===== config.mk =====
export PLATFORM = sky130hd
export DESIGN_NAME = board_io_ctrl
export DESIGN_NICKNAME = d
export VERILOG_FILES = /design/src/rtl/board_io_ctrl.sv
export SDC_FILE = /design/constraint.sdc
export NUM_CORES = 1
export LEC_CHECK = 0
export CAP_MARGIN = 10
export CORE_MARGIN = 2
export CORE_UTILIZATION = 51
export DETAILED_ROUTE_END_ITERATION = 10
export DONT_BUFFER_PORTS = 1
export PLACE_DENSITY = 0.66
export SLEW_MARGIN = 30
export SYNTH_ARGS = -nofsm -noshare
export SYNTH_HDL_FRONTEND = slang
export SYNTH_SLANG_ARGS = --single-unit

===== constraint.sdc =====
create_clock -name clk -period 4.02 [get_ports clk]
set_input_delay 1.206 -clock clk [delete_from_list [all_inputs] [get_ports clk]]
set_output_delay 1.206 -clock clk [all_outputs]
set_load 0.1 [all_outputs]

===== src/rtl/board_io_ctrl.sv =====
// board_io_ctrl: board-level front end for the cpu core.
// This block does three jobs:
//  - Holds the core in reset for a programmable number of cycles after the
//    external reset releases or after a soft reset request.
//  - Synchronises and debounces the slide switches.
//  - Registers the cpu LED value onto the board pins.
module board_io_ctrl #(
  parameter int SW_WIDTH        = 16,
  parameter int LED_WIDTH       = 16,
  parameter int RST_HOLD_CYCLES = 5,
  parameter int SYNC_STAGES     = 2,
  parameter int DEBOUNCE_CYCLES = 4
) (
  input  logic                 clk,
  input  logic                 rst_n,
  input  logic                 soft_rst_req,
  input  logic [SW_WIDTH-1:0]  sw_raw,
  input  logic [LED_WIDTH-1:0] cpu_led,
  output logic                 cpu_rst,
  output logic [SW_WIDTH-1:0]  sw_out,
  output logic                 sw_change,
  output logic [LED_WIDTH-1:0] led_out,
  output logic                 ready
);

  localparam logic STATE_HOLD = 1'b0;
  localparam logic STATE_RUN  = 1'b1;

  localparam int HOLD_W = $clog2(RST_HOLD_CYCLES + 1);
  localparam int DB_W   = $clog2(DEBOUNCE_CYCLES + 1);

  localparam logic [HOLD_W-1:0] HOLD_LAST = HOLD_W'(RST_HOLD_CYCLES - 1);
  localparam logic [DB_W-1:0]   DB_LAST   = DB_W'(DEBOUNCE_CYCLES - 1);

  logic                state;
  logic                state_next;
  logic [HOLD_W-1:0]   hold_cnt;
  logic [HOLD_W-1:0]   hold_next;

  logic [SW_WIDTH-1:0] sync_q [SYNC_STAGES];
  logic [SW_WIDTH-1:0] synced;
  logic [DB_W-1:0]     db_cnt  [SW_WIDTH];
  logic [DB_W-1:0]     db_next [SW_WIDTH];
  logic [SW_WIDTH-1:0] accept;
  logic [SW_WIDTH-1:0] sw_next;

  assign synced = sync_q[SYNC_STAGES-1];

  // Reset sequencer. A soft request always restarts the hold from zero,
  // whether it arrives in RUN or part way through an existing hold.
  always_comb begin
    state_next = state;
    hold_next  = hold_cnt;
    if (state == STATE_HOLD) begin
      if (soft_rst_req) begin
        hold_next = '0;
      end else if (hold_cnt == HOLD_LAST) begin
        state_next = STATE_RUN;
        hold_next  = '0;
      end else begin
        hold_next = hold_cnt + HOLD_W'(1);
      end
    end else if (soft_rst_req) begin
      state_next = STATE_HOLD;
      hold_next  = '0;
    end
  end

  // cpu_rst and ready come from the next state so that they change on the
  // same edge as the state register.
  always_ff @(posedge clk or negedge rst_n) begin
    if (!rst_n) begin
      state    <= STATE_HOLD;
      hold_cnt <= '0;
      cpu_rst  <= 1'b1;
      ready    <= 1'b0;
    end else begin
      state    <= state_next;
      hold_cnt <= hold_next;
      cpu_rst  <= (state_next == STATE_HOLD);
      ready    <= (state_next == STATE_RUN);
    end
  end

  // Multi-flop synchroniser chain for every switch pin.
  always_ff @(posedge clk or negedge rst_n) begin
    if (!rst_n) begin
      for (int k = 0; k < SYNC_STAGES; k++) begin
        sync_q[k] <= '0;
      end
    end else begin
      sync_q[0] <= sw_raw;
      for (int k = 1; k < SYNC_STAGES; k++) begin
        sync_q[k] <= sync_q[k-1];
      end
    end
  end

  // Per-bit debounce. A bit is accepted only after the synced value has
  // disagreed with sw_out for DEBOUNCE_CYCLES edges in a row.
  // Any agreement clears the run.
  always_comb begin
    sw_next = sw_out;
    accept  = '0;
    for (int i = 0; i < SW_WIDTH; i++) begin
      db_next[i] = '0;
      if (synced[i] != sw_out[i]) begin
        if (db_cnt[i] == DB_LAST) begin
          sw_next[i] = synced[i];
          accept[i]  = 1'b1;
        end else begin
          db_next[i] = db_cnt[i] + DB_W'(1);
        end
      end
    end
  end

  // Debounced switch register. The change strobe is suppressed whenever
  // the core is held in reset, although sw_out keeps tracking.
  always_ff @(posedge clk or negedge rst_n) begin
    if (!rst_n) begin
      sw_out    <= '0;
      sw_change <= 1'b0;
      for (int i = 0; i < SW_WIDTH; i++) begin
        db_cnt[i] <= '0;
      end
    end else begin
      sw_out    <= sw_next;
      sw_change <= (|accept) && (state_next == STATE_RUN);
      for (int i = 0; i < SW_WIDTH; i++) begin
        db_cnt[i] <= db_next[i];
      end
    end
  end

  // LEDs follow the cpu while it runs.
  // The LEDs go dark on the edge that takes a soft reset request.
  // They stay dark for the whole hold.
  always_ff @(posedge clk or negedge rst_n) begin
    if (!rst_n) begin
      led_out <= '0;
    end else if (state == STATE_RUN && !soft_rst_req) begin
      led_out <= cpu_led;
    end else begin
      led_out <= '0;
    end
  end

endmodule

## Word-level counts from Yosys, hierarchy flattened

Cells that the tools add are included.

| storage, ports and cells | value |
|---|---|
| register bits | 118 |
| input port bits | 35 |
| output and inout bits | 35 |

| cells by class | value |
|---|---|
| $add $sub $neg | 17 |
| equality and inequality tests | 34 |
| mux-type cells | 73 |
| bitwise gates (word level) | 1 |
| reductions and logical operators | 20 |

Operators with widths:

| operator | number |
|---|---|
| two-way mux 3 bit | 36 |
| adder 3 x 1 -> 3 bit, second input constant | 17 |
| == test 3 x 2 -> 1 bit, second input constant | 16 |
| two-way mux 1 bit | 36 |
| AND reduction 2 bit | 16 |
| two-way mux 16 bit | 1 |
| != test 1 bit | 16 |
| OR reduction 16 bit | 1 |
| == test 3 bit, second input constant | 1 |
| logical AND 1 bit | 2 |
| != test 2 bit, second input constant | 1 |
| logical NOT 1 bit | 1 |
| inverter 1 bit | 1 |

## Longest topological paths before layout

Gate-level depths: netlist of run 1.

| depth | value |
|---|---|
| depth after elaboration | 5 |
| gate-level depth with buffers | 6 |
| gate-level depth less buffers | 6 |

## Worst setup path before layout of run 1

OpenSTA, ideal clock, no wires.

| timing path | value |
|---|---|
| path kind | reg-to-output |
| start | register state (netlist name) |
| end | output ready |
| arrival | 0.980 ns |
| data required time | 2.814 ns |
| slack | 1.834 ns |
| stages on the path, launching flop included | 1 |
| cells stage by stage | dfrtp_1 |

RTL lines:

| what | line | source |
|---|---|---|
| end: declaration | 23 | `output logic ready` |

## Final worst setup path of run 1

| timing path | value |
|---|---|
| start | register sw_out[11] |
| end | output sw_out[11] |

RTL lines:

| what | line | source |
|---|---|---|
| start: declaration | 20 | `output logic [SW_WIDTH-1:0] sw_out,` |
| start signal: assignment | 128 | `sw_out <= sw_next;` |

No word-level cell between the ends.

==> results of run 1 <==
[registers in the layout, summed over array words and instances (netlist names)]
name	count
sw_change	1
sync_q	16
sw_out	16
cpu_rst	1
synced	16
hold_cnt	3
db_cnt	48
led_out	16
state	1
[cells in the mapped netlist, types with 2 or more instances]
cell	count
nand2b_1	4
dfrtp_1	117
nor2_1	9
o32ai_1	4
and2b_1	2
inv_1	7
a21oi_1	2
nor4_1	3
mux2i_1	2
xnor2_2	2
ha_1	18
mux2_1	16
xnor2_1	14
nor3b_1	29
nor3_1	16
nor2b_1	22
and2_1	16
[routing by layer]
layer | track usage, % | vias to the layer above | part of all wire [%] | routed length, um
li1 | - | 1020 | - | -
met2 | 23.3 | 63 | 47 | 2870
met5 | 0 | - | 0 | 0
met3 | 7.19 | 7 | 7.5 | 460
met4 | 7.97 | 0 | 1.1 | 70
met1 | 18.8 | 1082 | 45 | 2760
[metrics by stage]
| stage | area [sq um] | setup slack [ns] | util [%] | std cells |
|---|---|---|---|---|
| global placement | 4380 | 1.81 | 53.9 | 392 |
| global route | 5000 | 1.27 | 61.4 | 423 |
| detailed placement | 4380 | 1.80 | 53.9 | 392 |
| finish | 5000 | 1.34 | 61.4 | 423 |
| CTS | 5000 | 1.26 | 61.4 | 423 |
| floorplan | 4250 | 1.83 | - | 288 |
[final timing paths]
kind	to	start	slack, ns	cells after the start
setup / recovery	sw_out[11]	sw_out[11]	1.34	0
hold / removal	synced[3]	sync_q[19]	0.35	0
setup reg to reg	sw_change	sw_out[1]	1.95	4
hold reg to reg	synced[3]	sync_q[19]	0.35	0
max in group asynchronous	cpu_rst	rst_n	3.40	0
min in group asynchronous	db_cnt[8]	rst_n	0.40	0
[cells by family (layout without fill, tap and decap cells)]
kind of cell               Yosys count  count (layout)  synth area share (%)
AOI/OAI and AO/OA                    8               8                  1.32
xor gates and xnor gates            16              16                  3.65
adders and majority gates           18              18                  5.29
buffers and inverters                8              38                 0.735
DFF                                118             118                  69.4
muxes                               18              18                  4.71
and+or+nand+nor                    102             102                  14.9
[cell type report]
class / count / area, sq um
inverters: 7 / 26.3
flip-flops and latches: 118 / 2960
multi-input cells: 162 / 1270
clock buffers: 17 / 414
clock inverters: 14 / 201
fillers: 634 / 3140
well taps: 105 / 131
[power breakdown]
group          switching (uW)  internal (uW)  total (uW)
Clock                     534           1010        1540
Combinational             260            282         542
Sequential                791           1410        2200
Total                    1580           2700        4280
==> impl_metrics.py, run 1 <==
metrics = {
    "synthesis": {
        "synth_flop_cell": "dfrtp_1",
        "syn-num-nets": 341,
        "synth_cells": 288,
        "synth_enable_flop_cells": 0,
        "ys_seq_area_share_pct": 69.4,
        "ys_async_sr_fraction_pct": 100,
        "syn_avg_cell_area_sq_um": 14.8,
        "synth.top_cell.area_share_pct": 68.8,
        "syn-cell-area_sq_um": 4250,
        "ys_seq_elements": 118,
        "synth.area.top_cells": "dfrtp_1 69%, ha_1 5.3%, nor3b_1 5.1%",
        "yosysUniqueCellTypes": 22,
        "yosys_warnings": 0,
        "synth_area_leader_cell": "dfrtp_1",
    },
    "cells_and_area": {
        "nets": 359,
        "final_cell_mix": "116 x dfrtp_1, 29 x nor3b_1, 22 x nor2b_1",
        "n_antenna_cell": 0,
        "final_common_cell": "dfrtp_1",
        "drive_gt1_share_pct": 11.0,
        "area_delta_synth_final_pct": 17.5,
    },
    "clock_network": {
        "cts_hold_buf": 0,
        "clock_latency_ns": 0.50,
        "cts_buffers": 17,
        "cts_resized": 0,
        "cts-root-buf": "clkbuf_8",
        "post_cts_buffers": 0,
        "cts_buffer_depth": 2,
        "path_clk_slew_ns": 0.06,
        "cts_tree": "done",
        "htree_levels": 4,
        "cts_sinks": 118,
    },
    "detailed_routing": {
        "drt_drc_violations_left": 0,
        "dr.pass1.iters": 4,
        "drt_iter0_drc": 47,
        "detail_route.wl_per_cell_um": 14.6,
        "ant_nets": 0,
        "via_count": 2172,
        "avgViaCountPerCell": 5.13,
        "routed_wl_mm": 6.17,
    },
    "sta": {
        "period_needed_ns": 2.68,
        "fmax_mhz": 373,
        "hold_viol": 0,
        "fin_crit_sh_pct": 66.8,
        "worst_pin_slew_ns": 0.971,
        "rsz0062_at_grt": "false",
        "whs_ns": 0.346,
        "maxSlewHeadroom_pct": 35.2,
        "maxSlewViolCount": 0,
        "final.setup.tns_ns": 0,
        "setup_viol": 0,
        "skew_ns": 0.00981,
    },
    "die": {
        "ioPinCount": 70,
        "die_h_um": 95.3,
        "coreArea_sq_um": 8130,
        "fp.dieW_um": 95.3,
        "die_area_sq_um": 9090,
        "start_util_pct": 52.3,
        "std_cell_rows": 33,
    },
    "global_routing": {
        "grt_pass1_wl_mm": 10.3,
        "gr-total-overflow": 0,
        "antenna_found_initial": 0,
        "grt_pass1_vias": 2263,
        "grt_max_degree": 119,
        "track_usage_pct": 15.5,
    },
    "power_and_ir_drop": {
        "leakagePower_uw": 0.00231,
        "peakVddDrop_mv": 0.321,
        "powerDensity_nw_per_um2": 857,
        "power_uw": 4280,
    },
    "critical_path": {
        "endpoint_kind": "output port",
        "crit_required_ns": 2.81,
        "cp_max_fo": 3,
        "worstSetupStartpointType": "register",
        "critPathKind": "reg2out",
        "crit_arrival_ns": 1.48,
    },
    "place": {
        "routabilityCongestion": 0.684,
        "portBuffers": 0,
        "hpwlAfterDp_mm": 3.96,
    },
    "hold_path": {
        "hp-class": "reg2reg",
    },
    "run": {
        "drv_cap": 0,
    },
    "status": {
        "status": "completed",
    },
}
Power figures use the tool's default switching activity.
==> run 2, diff against run 1 <==
--- a/config.mk
+++ b/config.mk
@@ -10,7 +10,7 @@
 export CORE_UTILIZATION = 51
 export DETAILED_ROUTE_END_ITERATION = 10
 export DONT_BUFFER_PORTS = 1
-export PLACE_DENSITY = 0.66
+export PLACE_DENSITY = 0.69
 export SLEW_MARGIN = 30
 export SYNTH_ARGS = -nofsm -noshare
 export SYNTH_HDL_FRONTEND = slang
==> constraint.sdc (replaced) <==
create_clock -name clk -period 2.2 [get_ports clk]
set_input_delay 0.66 -clock clk [delete_from_list [all_inputs] [get_ports clk]]
set_output_delay 0.66 -clock clk [all_outputs]
set_load 0.1 [all_outputs]
==> run 2 against run 1 <==
Worst setup slack worse by 1.1 ns. Highest routed layer unchanged. Register-to-register slack lost 1.4 ns. Worst hold slack got worse by 0.50 ns. Sequential share of layout area fell by 3.0 points. Critical endpoint is now cpu_rst. Global-route usage grew 1.1 points. Sequential power rose by 30%. Critical path type unchanged. Clock power rose by 85%. The flow now finishes with violations (hold timing). Largest power group unchanged.
==> impl_metrics.py, run 2 (synthesis gave the netlist of run 1 again) <==
metrics = {
    "critical_path": {
        "crit_required_ns": 1.54,
        "cp_max_fo": 1,
        "crit_arrival_ns": 1.34,
        "endpoint_kind": "output port",
        "critPathKind": "reg2out",
        "worstSetupStartpointType": "register",
    },
    "cells_and_area": {
        "area_delta_synth_final_pct": 23.6,
        "drive_gt1_share_pct": 18.7,
        "n_antenna_cell": 0,
        "fin_util_pct": 64.7,
        "final_cell_mix": "117 x dfrtp_1, 34 x buf_4, 29 x nor3b_1",
        "nets": 393,
        "final_common_cell": "dfrtp_1",
        "largest_reg_flops": 48,
        "regMostFlops": "db_cnt",
        "design_area_sq_um": 5260,
    },
    "clock_network": {
        "cts_buffers": 17,
        "path_clk_slew_ns": 0.06,
        "cts_tree": "done",
        "post_cts_buffers": 0,
        "cts_resized": 0,
        "clock_latency_ns": 0.50,
        "cts_buffer_depth": 2,
        "cts_sinks": 118,
        "cts-root-buf": "clkbuf_8",
        "htree_levels": 4,
    },
    "die": {
        "die_area_sq_um": 9090,
        "ioPinCount": 70,
        "std_cell_rows": 33,
        "coreArea_sq_um": 8130,
        "die_h_um": 95.3,
        "fp.dieW_um": 95.3,
        "start_util_pct": 52.3,
    },
    "sta": {
        "rsz0062_at_grt": "false",
        "hold_viol": 117,
        "final.setup.tns_ns": 0,
        "maxSlewViolCount": 0,
        "timing.final.ws_setup_ns": 0.196,
        "fmax_mhz": 499,
        "period_needed_ns": 2.00,
        "maxSlewHeadroom_pct": 67.5,
        "skew_ns": 0.00710,
        "fin_crit_sh_pct": 91.1,
        "worst_pin_slew_ns": 0.488,
        "setup_viol": 0,
        "whs_ns": -0.149,
    },
    "detailed_routing": {
        "detail_route.wl_per_cell_um": 14.5,
        "dr.pass1.iters": 4,
        "via_count": 2304,
        "avgViaCountPerCell": 5.03,
        "ant_nets": 0,
        "routed_wl_mm": 6.63,
        "drt_drc_violations_left": 0,
        "drt_iter0_drc": 107,
    },
    "status": {
        "status": "complete, but fails checks",
        "violations": "hold timing",
    },
    "power_and_ir_drop": {
        "peakVddDrop_mv": 0.767,
        "power_uw": 8130,
        "leakagePower_uw": 0.00251,
        "powerDensity_nw_per_um2": 1550,
    },
    "global_routing": {
        "gr-total-overflow": 0,
        "grt_pass1_vias": 2434,
        "grt_pass1_wl_mm": 11.1,
        "antenna_found_initial": 0,
        "grt_max_degree": 119,
        "track_usage_pct": 16.6,
    },
    "hold_path": {
        "hp-class": "in2async",
    },
    "run": {
        "drv_cap": 0,
    },
    "place": {
        "place_ws_ns": 0.637,
        "portBuffers": 0,
        "routabilityCongestion": 0.687,
        "hpwlAfterDp_mm": 4.38,
        "dpl_cell_area_sq_um": 4640,
    },
}
==> run 2: path summary, 6_finish.rpt <==
kind                       startpoint         end  slack (ns)  cells after the start
setup / recovery              cpu_rst     cpu_rst        0.20                      0
hold / removal                  rst_n   db_cnt[5]       -0.15                      0
setup reg to reg            db_cnt[6]   sw_change        0.60                      5
hold reg to reg            sync_q[30]  synced[14]        0.34                      0
max in group asynchronous       rst_n     cpu_rst        2.16                      0
min in group clk            sw_raw[6]  sync_q[22]        0.19                      0
==> run 2: layout make-up <==
class | count | area, sq um
clock inverters | 8 | 144
flip-flops and latches | 118 | 2950
repair buffers | 34 | 255
well taps | 105 | 131
fillers | 576 | 2870
multi-input cells | 162 | 1270
inverters | 7 | 26.3
clock buffers | 24 | 480
==> run 2: where the power goes <==
group          internal, uW  switching, uW  total (uW)
Sequential             2600            245        2850
Combinational           703           1730        2430
Clock                  1960            897        2850
==> run 2: worst register-to-register path: stages (launching register included) <==
cell and delay (ns):
dfrtp_1 0.38, ha_1 0.22, nor2b_1 0.17, nor2b_1 0.15, nor4_1 0.41, a31oi_1 0.14
==> run 2: per-stage QoR <==
step	std cells	hold WS, ns
after floorplan	288	0.331
after global placement	426	0.333
after detailed placement	426	0.335
after CTS	458	-0.171
after global routing	458	-0.185
final	458	-0.149
==> run 2: layer usage <==
layer	wire, um	global-route usage [%]	share of wire (%)
met1	2790	19.7	42
met2	3220	26.1	49
met3	529	8.38	8.0
met4	93	6.52	1.4
met5	0	0	0
==> run 3, diff against run 2 <==
--- a/config.mk
+++ b/config.mk
@@ -10,7 +10,8 @@
 export CORE_UTILIZATION = 51
 export DETAILED_ROUTE_END_ITERATION = 10
 export DONT_BUFFER_PORTS = 1
-export PLACE_DENSITY = 0.69
+export PLACE_DENSITY = 0.66
+export REMOVE_ABC_BUFFERS = 1
 export SLEW_MARGIN = 30
 export SYNTH_ARGS = -nofsm -noshare
 export SYNTH_HDL_FRONTEND = slang
==> constraint.sdc (replaced) <==
create_clock -name clk -period 2 [get_ports clk]
set_input_delay 0.6 -clock clk [delete_from_list [all_inputs] [get_ports clk]]
set_output_delay 0.6 -clock clk [all_outputs]
set_load 0.1 [all_outputs]
==> run 3 against run 2 <==
The flow still finishes with violations (hold timing). Utilization increased by 0.37 points. Clock-buffer cell count shrank 6. Clock power is 15% higher. Combinational power is 9.5% higher. Sequential power grew 9.5%. First-iteration DRC count shrank 21%. Global-route usage shrank 0.77 points. Critical endpoint unchanged.
==> impl_metrics.py, run 3 (synthesis gave the netlist of run 1 again) <==
metrics = {
    "status": {
        "status": "complete, but fails checks",
        "violations": "hold timing",
    },
    "sta": {
        "fin_crit_sh_pct": 94.5,
        "whs_ns": -0.209,
        "worst_pin_slew_ns": 0.371,
        "setup_viol": 0,
        "maxSlewHeadroom_pct": 75.0,
        "timing.final.ws_setup_ns": 0.109,
        "hold_viol": 118,
        "period_needed_ns": 1.89,
        "skew_ns": 0.0102,
        "maxSlewViolCount": 0,
        "rsz0062_at_grt": "false",
        "final.setup.tns_ns": 0,
        "fmax_mhz": 529,
    },
    "critical_path": {
        "worstSetupStartpointType": "register",
        "endpoint_kind": "output port",
        "critPathKind": "reg2out",
        "r2r_slack_ns": 0.48,
        "crit_arrival_ns": 1.29,
        "cp_max_fo": 1,
        "rr_endpoint": "sw_change",
        "worst-r2r-cell-count": 4,
        "crit_required_ns": 1.40,
        "timing.rr.start": "sw_out[7]",
    },
    "clock_network": {
        "path_clk_slew_ns": 0.06,
        "cts_sinks": 118,
        "cts_tree": "done",
        "cts_buffer_depth": 2,
        "cts_buffers": 17,
        "cts-root-buf": "clkbuf_8",
        "clock_latency_ns": 0.51,
        "post_cts_buffers": 0,
        "htree_levels": 4,
    },
    "global_routing": {
        "track_usage_pct": 15.9,
        "gr-total-overflow": 0,
        "grt_pass1_vias": 2310,
        "grt_max_degree": 119,
        "antenna_found_initial": 0,
        "grt_pass1_wl_mm": 10.5,
    },
    "die": {
        "start_util_pct": 52.3,
        "fp.dieW_um": 95.3,
        "die_area_sq_um": 9090,
        "coreArea_sq_um": 8130,
        "ioPinCount": 70,
        "die_h_um": 95.3,
        "std_cell_rows": 33,
    },
    "cells_and_area": {
        "n_antenna_cell": 0,
        "drive_gt1_share_pct": 19.5,
        "final_cell_mix": "117 x dfrtp_1, 34 x buf_4, 29 x nor3b_1",
        "area_delta_synth_final_pct": 24.4,
        "final_common_cell": "dfrtp_1",
        "nets": 393,
        "largest_reg_flops": 48,
        "regMostFlops": "db_cnt",
    },
    "place": {
        "portBuffers": 0,
        "hpwlAfterDp_mm": 3.93,
        "place_ws_ns": 0.439,
        "routabilityCongestion": 0.643,
    },
    "hold_path": {
        "hp-class": "in2async",
    },
    "detailed_routing": {
        "avgViaCountPerCell": 4.90,
        "drt_drc_violations_left": 0,
        "ant_nets": 0,
        "dr.pass1.iters": 4,
        "routed_wl_mm": 6.18,
        "drt_iter0_drc": 85,
        "detail_route.wl_per_cell_um": 13.5,
        "via_count": 2242,
    },
    "power_and_ir_drop": {
        "peakVddDrop_mv": 0.807,
        "leakagePower_uw": 0.00251,
        "power_uw": 9050,
        "powerDensity_nw_per_um2": 1710,
    },
    "run": {
        "drv_cap": 0,
    },
}
==> run 3: cell count changes in the layout (fill, tap and decap cells not counted), sizes merged <==
cell	before	now
inv	7	9
bufinv	4	5
clkinv	4	2
clkinvlp	0	5
clkbuf	24	18
==> run 3: worst max path at each step <==
stage               startpoint         to  slack [ns]  cells after the start
finish                 cpu_rst    cpu_rst        0.11                      0
global route           cpu_rst    cpu_rst        0.07                      0
CTS                    cpu_rst    cpu_rst       0.009                      0
detailed placement   db_cnt[6]  sw_change        0.44                      5
global placement     db_cnt[6]  sw_change        0.46                      5
floorplan            sw_out[7]  sw_change        0.22                      4
==> run 3: final cells by class <==
type                       count  area, sq um
clock buffer                  18          428
clock inverter                14          223
fill                         568         2840
inverter                       7         26.3
multi-input combinational    162         1270
sequential                   118         2960
tap                          105          131
timing repair buffer          34          255
==> run 3: metrics by stage <==
stage                     instances  instance area [sq um]  utilization, %
after floorplan                 287                   4250               -
after global placement          426                   4640            57.0
after detailed placement        426                   4640            57.0
after CTS                       458                   5290            65.0
after global routing            458                   5290            65.0
final                           458                   5290            65.0
==> run 3: where the power goes <==
group          total, uW  switching (uW)  internal, uW
Sequential          3120             261          2860
Clock               3270            1080          2190
Combinational       2660            1880           776
==> run 3: repair_timing <==
| action | 4_1_cts | 5_1_grt |
|---|---|---|
| resized for setup | 0 | 1 |
| endpoints found under the setup margin | 0 | 1 |
| endpoints found under the hold margin | 118 | 118 |
==> run 3: metal layers <==
| layer | track usage [%] | vias up | routed length [um] |
|---|---|---|---|
| li1 | - | 1091 | - |
| met1 | 19.0 | 1073 | 2760 |
| met2 | 23.1 | 67 | 2850 |
| met3 | 7.91 | 11 | 459 |
| met4 | 9.42 | 0 | 106 |
| met5 | 0 | - | 0 |
